--- src/rtl/mac_seq.sv ---
`default_nettype none
// ============================================================================
// Module      : mac_seq
// Description : Dot-product sequencer driving one floating-point mac unit.
// Revision    : 1.0 - initial release
// ============================================================================
module mac_seq #(
  parameter int DATA_WIDTH  = 32,
  parameter int LEN_WIDTH   = 8,
  parameter int MAC_LATENCY = 20
) (
  input  logic                  clk,
  input  logic                  rst,
  input  logic                  start,
  input  logic [LEN_WIDTH-1:0]  len,
  input  logic                  op_valid,
  output logic                  op_ready,
  input  logic [DATA_WIDTH-1:0] op_a,
  input  logic [DATA_WIDTH-1:0] op_b,
  output logic                  res_valid,
  input  logic                  res_ready,
  output logic [DATA_WIDTH-1:0] res_data,
  output logic                  busy,
  output logic                  mac_stb,
  output logic                  mac_add_b_stb,
  output logic [DATA_WIDTH-1:0] mac_in_mult,
  output logic [DATA_WIDTH-1:0] mac_coeff,
  output logic [DATA_WIDTH-1:0] mac_in_add,
  input  logic [DATA_WIDTH-1:0] mac_out
);

  localparam int c_lat_w = (MAC_LATENCY > 1) ? $clog2(MAC_LATENCY) : 1;
  localparam logic [c_lat_w-1:0] c_lat_last = c_lat_w'(MAC_LATENCY - 1);

  localparam logic [1:0] c_idle = 2'd0;
  localparam logic [1:0] c_load = 2'd1;
  localparam logic [1:0] c_run  = 2'd2;
  localparam logic [1:0] c_done = 2'd3;

  logic [1:0]            r_state;
  logic [LEN_WIDTH-1:0]  r_remaining;
  logic [c_lat_w-1:0]    r_lat_cnt;
  logic [DATA_WIDTH-1:0] r_acc;
  logic [DATA_WIDTH-1:0] r_res_data;
  logic [DATA_WIDTH-1:0] r_in_mult;
  logic [DATA_WIDTH-1:0] r_coeff;
  logic [DATA_WIDTH-1:0] r_in_add;

  always_ff @(posedge clk or negedge rst) begin
    if (!rst) begin
      r_state     <= c_idle;
      r_remaining <= '0;
      r_lat_cnt   <= '0;
      r_acc       <= '0;
      r_res_data  <= '0;
      r_in_mult   <= '0;
      r_coeff     <= '0;
      r_in_add    <= '0;
    end else begin
      case (r_state)
        c_idle: begin
          if (start) begin
            if (len != '0) begin
              r_remaining <= len;
              r_acc       <= '0;
              r_state     <= c_load;
            end else begin
              r_res_data <= '0;
              r_state    <= c_done;
            end
          end
        end
        c_load: begin
          // op_ready is high throughout LOAD, so op_valid alone completes the handshake
          if (op_valid) begin
            r_in_mult <= op_a;
            r_coeff   <= op_b;
            r_in_add  <= r_acc;
            r_lat_cnt <= '0;
            r_state   <= c_run;
          end
        end
        c_run: begin
          if (r_lat_cnt == c_lat_last) begin
            r_acc       <= mac_out;
            r_remaining <= r_remaining - LEN_WIDTH'(1);
            if (r_remaining == LEN_WIDTH'(1)) begin
              r_res_data <= mac_out;
              r_state    <= c_done;
            end else begin
              r_state <= c_load;
            end
          end else begin
            r_lat_cnt <= r_lat_cnt + c_lat_w'(1);
          end
        end
        c_done: begin
          if (res_ready) begin
            r_state <= c_idle;
          end
        end
        default: r_state <= c_idle;
      endcase
    end
  end

  // Handshake and strobe outputs are pure state decodes so an async reset clears them at once.
  assign op_ready      = (r_state == c_load);
  assign res_valid     = (r_state == c_done);
  assign busy          = (r_state != c_idle);
  assign mac_stb       = (r_state == c_run);
  assign mac_add_b_stb = (r_state == c_run);
  assign res_data      = r_res_data;
  assign mac_in_mult   = r_in_mult;
  assign mac_coeff     = r_coeff;
  assign mac_in_add    = r_in_add;

endmodule
`default_nettype wire

--- config.mk ---
export PLATFORM = sky130hd
export DESIGN_NAME = mac_seq
export DESIGN_NICKNAME = d
export VERILOG_FILES = /design/src/rtl/mac_seq.sv
export SDC_FILE = /design/constraint.sdc
export NUM_CORES = 1
export LEC_CHECK = 0
export CAP_MARGIN = 10
export CORE_UTILIZATION = 41
export DETAILED_ROUTE_END_ITERATION = 6
export PLACE_DENSITY = 0.76
export SETUP_SLACK_MARGIN = 0.4
export SLEW_MARGIN = 10
export SYNTH_ARGS = -nofsm -noshare
export SYNTH_HDL_FRONTEND = slang
export SYNTH_SLANG_ARGS = --single-unit
--- constraint.sdc ---
create_clock -name clk -period 2.1 [get_ports clk]
set_input_delay 0.42 -clock clk [delete_from_list [all_inputs] [get_ports clk]]
set_output_delay 0.42 -clock clk [all_outputs]
set_load 0.05 [all_outputs]
==> flow_metrics.tcl, run 1 <==
set metrics [dict create \
    relSlewSlack_pct 66.3 \
    grt_pass1_vias 5395 \
    reg2reg_slack_ns -0.25 \
    clk_pin_slew_ns 0.07 \
    track_usage_pct 21.4 \
    r2r_end "res_data[15]" \
    worst_skew_pair.late_latency_ns 0.43 \
    rsz0062_at_grt "yes" \
    numCtsBuffers 17 \
    fin_crit_sh_pct 112 \
    die_area_mm2 0.0178 \
    antenna_found_initial 0 \
    cts.sinks 175 \
    critPathLaunchType "flop" \
    drtAntennaViolNets 0 \
    initial_core_util_pct 42.3 \
    die_h_um 133 \
    htreeDepth 4 \
    synth_top_cell_by_area "dfrtp_1" \
    postSynthAreaPerCell_um2 14.8 \
    p_per_area_mw_per_mm2 1580 \
    hold_viol_final 0 \
    cts_buffer_depth 2 \
    setup-violations-final 32 \
    vias 5174 \
    leakage_uw 0.00548 \
    syn-num-nets 590 \
    cts_tree "yes" \
    violations "negative setup slack" \
    grt_pass1_wl_um 29400 \
    grt-ovfl-total 0 \
    initialDrtViolationCount 256 \
    grt_max_degree 60 \
    end_kind "flop" \
    dp_slack_ns -0.304 \
    async_flop_share_pct 100 \
    layout-drive-gt1-share_pct 53.1 \
    fmax_ghz 0.426 \
    synth.distinct_cells 44 \
    vias_per_cell 5.05 \
    finalCriticalPeriod_ns 2.35 \
    root_buffer "clkbuf_16" \
    synth_cells 478 \
    yosys_warnings 0 \
    synth-edff-count 0 \
    reg2reg_depth 6 \
    ys_seq_area_share_pct 61.9 \
    synth-seq-cells 175 \
    synth_area_leaders "dfrtp_1 (62%), mux2_2 (25%), and2_1 (3.0%), clkbuf_1 (0.85%), a21oi_1 (0.64%)" \
    final_max_slew_viol_count 0 \
    hpwl_um 12500 \
    gp_congestion 0.886 \
    worst-path-max-fanout 11 \
    netlist.area_leader.share_pct 61.9 \
    ys.flop_type "dfrtp_1" \
    routed_wl_um 20400 \
    synthesis.area_mm2 0.00707 \
    utilization_pct 72.7 \
    n_fill_cell 1025 \
    avgRoutedWirePerCell_um 19.9 \
    worstMarginPinSlew_ns 0.505 \
    min_to "r_remaining[1]" \
    peakVddDrop_uv 997 \
    drv_cap 0 \
    die_w_um 133 \
    r2r_start "r_remaining[6]" \
    holdPathStages 3 \
    port_buffers 241 \
    crit_arrival_ns 2.66 \
    first_pass_iters 5 \
    yosysMostFrequentCell "dfrtp_1" \
    hold_start "len[1]" \
    synth_commonest_cells "dfrtp_1 (175), mux2_2 (159), and2_1 (34)" \
    hp-class "primary input to flop" \
    core_mm2 0.0167 \
    final.setup_skew_ns 0.00880 \
    io_pins 242 \
    required_ns 2.41 \
    dp.cells 948 \
    placed_area_mm2 0.0104 \
    row_count 47 \
    fin_cells 1024 \
    num-nets-final 905 \
    status "finished, violations left" \
    syn_to_final_growth_pct 71.7 \
    finalWorstSetupSlack_ns -0.248 \
    path_class "flop to flop" \
    diodes 0 \
    final_cell_area_mm2 0.0121 \
    drc 0 \
]
==> worst max path at each step <==
stage / endpoint / slack [ns] / cells past startpoint / from
2_1_floorplan: res_data[17] / -0.15 / 5 / r_remaining[5]
3_3_place_gp: res_data[13] / -0.24 / 6 / len[5]
3_5_place_dp: res_data[12] / -0.30 / 6 / len[5]
4_1_cts: res_data[12] / -0.22 / 6 / r_remaining[6]
5_1_grt: res_data[7] / -0.29 / 6 / r_remaining[6]
6_report: res_data[15] / -0.25 / 6 / r_remaining[6]
==> cell type report <==
type / instances / area, um^2 / share of cell area, %
inverters: 3 / 18.8 / 0.155
multi-input cells: 275 / 3150 / 25.9
clock inverters: 12 / 159 / 1.31
repair buffers: 321 / 3720 / 30.6
well taps: 220 / 275 / 2.27
clock buffers: 18 / 439 / 3.62
flip-flops and latches: 175 / 4380 / 36.1
==> metrics by stage <==
step / setup TNS (ns) / power, uW / hold slack [ns]
global placement: -13.23 / 14700 / 0.393
floorplan: -4.44 / 11900 / 0.124
global route: -8.57 / 19900 / 0.420
finish: -7.19 / 19200 / 0.394
CTS: -6.30 / 18300 / 0.496
detailed placement: -15.69 / 14900 / 0.401
==> kinds of logic (layout without fill, tap and decap cells) <==
family | after synthesis | in the layout | share of synthesized area [%]
AOI/OAI and AO/OA | 29 | 29 | 2.81
xor gates and xnor gates | 3 | 3 | 0.372
adders and majority gates | 3 | 3 | 0.531
buffers and inverters | 28 | 354 | 1.93
DFF | 175 | 175 | 61.9
muxes | 162 | 162 | 25.8
and+or+nand+nor | 78 | 78 | 6.62
==> cells in the final DEF, fill, tap and decap left out, types with 17 or more instances in the layout <==
cell             instances
clkdlybuf4s15_2        125
buf_12                  18
buf_4                   35
clkbuf_16               23
buf_6                   17
mux2_2                  32
and2_1                  32
mux2_4                 128
dfrtp_1                173
clkdlybuf4s50_1        103
==> flip-flops by register name, summed over array words and instances (netlist names) <==
signal	flops
r_remaining	8
r_state	2
res_data	32
mac_in_add	32
r_lat_cnt	5
r_acc	32
mac_in_mult	32
mac_coeff	32
==> power by group <==
group	internal, uW	switching, uW	total [uW]
Combinational	4700	5780	10500
Sequential	4610	817	5430
Clock	1900	1350	3250
Total	11200	7950	19200
==> layer usage <==
metal	part of all wire (%)	GRT usage (%)
met2	54	37.0
met1	40	26.3
met5	0	0
met4	1.5	7.20
met3	4.4	5.14
==> repair_timing <==
| item | 4_1_cts | 5_1_grt |
|---|---|---|
| cloned | 4 | 9 |
| buffers inserted | 4 | 28 |
| pin swaps | 7 | 5 |
| hold buffers | 1 | 0 |
| endpoints found under the hold margin | 49 | 0 |
| resized for setup | 427 | 46 |
| setup endpoints to repair | 203 | 116 |
==> worst max-delay path, cell delays in order (launching register included) <==
cell and delay, ns:
dfrtp_1 0.39, or4_4 0.54, or4b_4 0.53, o22ai_4 0.15, buf_6 0.14, buf_12 0.13
mux2_2 0.34
No activity file was read; power rests on OpenSTA's default activity.
==> run 2: changes to the inputs <==
--- a/config.mk
+++ b/config.mk
@@ -8,6 +8,7 @@
 export CAP_MARGIN = 10
 export CORE_UTILIZATION = 41
 export DETAILED_ROUTE_END_ITERATION = 6
+export GPL_TIMING_DRIVEN = 1
 export PLACE_DENSITY = 0.76
 export SETUP_SLACK_MARGIN = 0.4
 export SLEW_MARGIN = 10
==> results of run 2 <==
Same layout as run 1: the final DEF is identical, and so are final timing and power.
==> run 3: changes to the inputs <==
--- a/config.mk
+++ b/config.mk
@@ -5,7 +5,6 @@
 export SDC_FILE = /design/constraint.sdc
 export NUM_CORES = 1
 export LEC_CHECK = 0
-export CAP_MARGIN = 10
 export CORE_UTILIZATION = 41
 export DETAILED_ROUTE_END_ITERATION = 6
 export GPL_TIMING_DRIVEN = 1
==> constraint.sdc (replaced) <==
create_clock -name clk -period 2.1 [get_ports clk]
set_input_delay 0.42 -clock clk [delete_from_list [all_inputs] [get_ports clk]]
set_output_delay 0.42 -clock clk [all_outputs]
set_load 0.01 [all_outputs]
==> flow_metrics.tcl, run 3 (synthesized netlist as in run 1, its figures left out) <==
set metrics [dict create \
    multi_input_area_mm2 0.00327 \
    rsz0062_at_grt "yes" \
    initial_core_util_pct 42.3 \
    hpwl_um 12100 \
    worstMarginPinSlew_ns 0.445 \
    row_count 47 \
    initialDrtViolationCount 221 \
    htreeDepth 4 \
    clk_pin_slew_ns 0.07 \
    slowest_delay_ns 0.55 \
    p_sw_uw 5150 \
    avgRoutedWirePerCell_um 21.2 \
    layout_commonest_cell "dfrtp_1" \
    peakVddDrop_uv 710 \
    die_area_mm2 0.0178 \
    hp-class "primary input to async pin" \
    drtAntennaViolNets 0 \
    p_per_area_mw_per_mm2 1340 \
    hold_viol_final 0 \
    diodes 0 \
    whs_ns 0.484 \
    crit_arrival_ns 2.65 \
    end_kind "flop" \
    drv_cap 0 \
    vias 5340 \
    path_class "flop to flop" \
    cts_buffer_depth 2 \
    antenna_found_initial 0 \
    crit_buf_inv 1 \
    worst_skew_pair.late_latency_ns 0.42 \
    grt_pass1_wl_um 31700 \
    syn_to_final_growth_pct 73.7 \
    grt_max_degree 74 \
    routed_wl_um 22100 \
    p_sw_share_pct 31.4 \
    track_usage_pct 23.3 \
    num-nets-final 923 \
    n_fill_cell 1104 \
    cp_slowest_cell "or4_4" \
    status "finished, violations left" \
    first_pass_iters 4 \
    leakage_uw 0.00596 \
    dp_slack_ns -0.278 \
    fin_crit_sh_pct 112 \
    dp.cells 946 \
    finalCriticalPeriod_ns 2.36 \
    numCtsBuffers 17 \
    fin_cells 1043 \
    finalWorstSetupSlack_ns -0.256 \
    p_seq_share_pct 32.7 \
    final_cell_mix "dfrtp_1 (174), mux2_4 (136), dlygate4sd2_1 (133)" \
    cts.sinks 175 \
    path_cells "or4_4 > or4b_4 > o22ai_4 > buf_12 > mux2_2" \
    core_mm2 0.0167 \
    port_buffers 241 \
    relSlewSlack_pct 70.4 \
    final.setup_skew_ns 0.00996 \
    drc 0 \
    critPathLaunchType "flop" \
    setup-violations-final 33 \
    gp_congestion 0.811 \
    cp_top_family "simple AND/OR/NAND/NOR gates" \
    layout-drive-gt1-share_pct 40.0 \
    grt_pass1_vias 5688 \
    cts_tree "yes" \
    required_ns 2.40 \
    root_buffer "clkbuf_16" \
    clkPwrFrac_pct 20.1 \
    violations "negative setup slack" \
    grt-ovfl-total 0 \
    final_max_slew_viol_count 0 \
    io_pins 242 \
    vias_per_cell 5.12 \
    die_w_um 133 \
    power.internal_uw 11300 \
    ff_latch_area_mm2 0.00438 \
    fmax_ghz 0.425 \
    p_comb_share_pct 47.3 \
    worst-path-max-fanout 16 \
    die_h_um 133 \
]
run 3: area by class of cell:
cell class / count / area share (%)
timing repair buffer: 339 / 30.4
clock inverter: 13 / 1.46
clock buffer: 18 / 3.50
tap: 220 / 2.24
inverter: 3 / 0.132
multi-input combinational: 275 / 26.6
sequential: 175 / 35.7
run 3: power by group through the flow:
stage	clock network, uW	registers (uW)	logic, uW
after global routing	3490	5500	8160
after detailed placement	0	5360	5640
after CTS	3340	5270	6430
final	3290	5360	7760
after floorplan	0	5690	2280
after global placement	0	5280	5480
run 3: per-layer routing:
| layer | global-route usage, % | vias up | part of all wire, % |
|---|---|---|---|
| met5 | 0 | - | 0 |
| met4 | 9.79 | 0 | 1.7 |
| met3 | 5.44 | 27 | 4.9 |
| met2 | 39.6 | 181 | 52 |
| met1 | 28.4 | 2770 | 42 |
| li1 | - | 2362 | - |
run 3: what timing repair did:
item | in CTS | in global routing
hold buffers | 1 | 0
cloned | 12 | 7
endpoints found under the setup margin | 272 | 169
buffers inserted | 33 | 13
endpoints found under the hold margin | 45 | 0
pin swaps | 7 | 6
resized for setup | 257 | 129
run 3: path summary, 6_finish.rpt:
kind	startpoint	endpoint	slack (ns)	depth (start not counted)
setup reg to reg	r_remaining[6]	res_data[3]	-0.26	5
hold reg to reg	res_data[22]	res_data[22]	0.50	1
setup / recovery	r_remaining[6]	res_data[3]	-0.26	5
hold / removal	rst	mac_in_mult[10]	0.48	2
min in group clk	res_data[22]	res_data[22]	0.50	1
max in group asynchronous	rst	r_acc[23]	0.84	3
run 3: stage by stage:
stage / setup TNS [ns] / utilization (%) / instance area (um^2) / power, uW
after floorplan: -4.44 / - / 7170 / 7970
after global placement: -14.20 / 60.0 / 10000 / 10800
after detailed placement: -15.38 / 60.0 / 10000 / 11000
after CTS: -6.95 / 68.7 / 11500 / 15000
after global routing: -8.39 / 73.5 / 12300 / 17200
final: -7.47 / 73.5 / 12300 / 16400
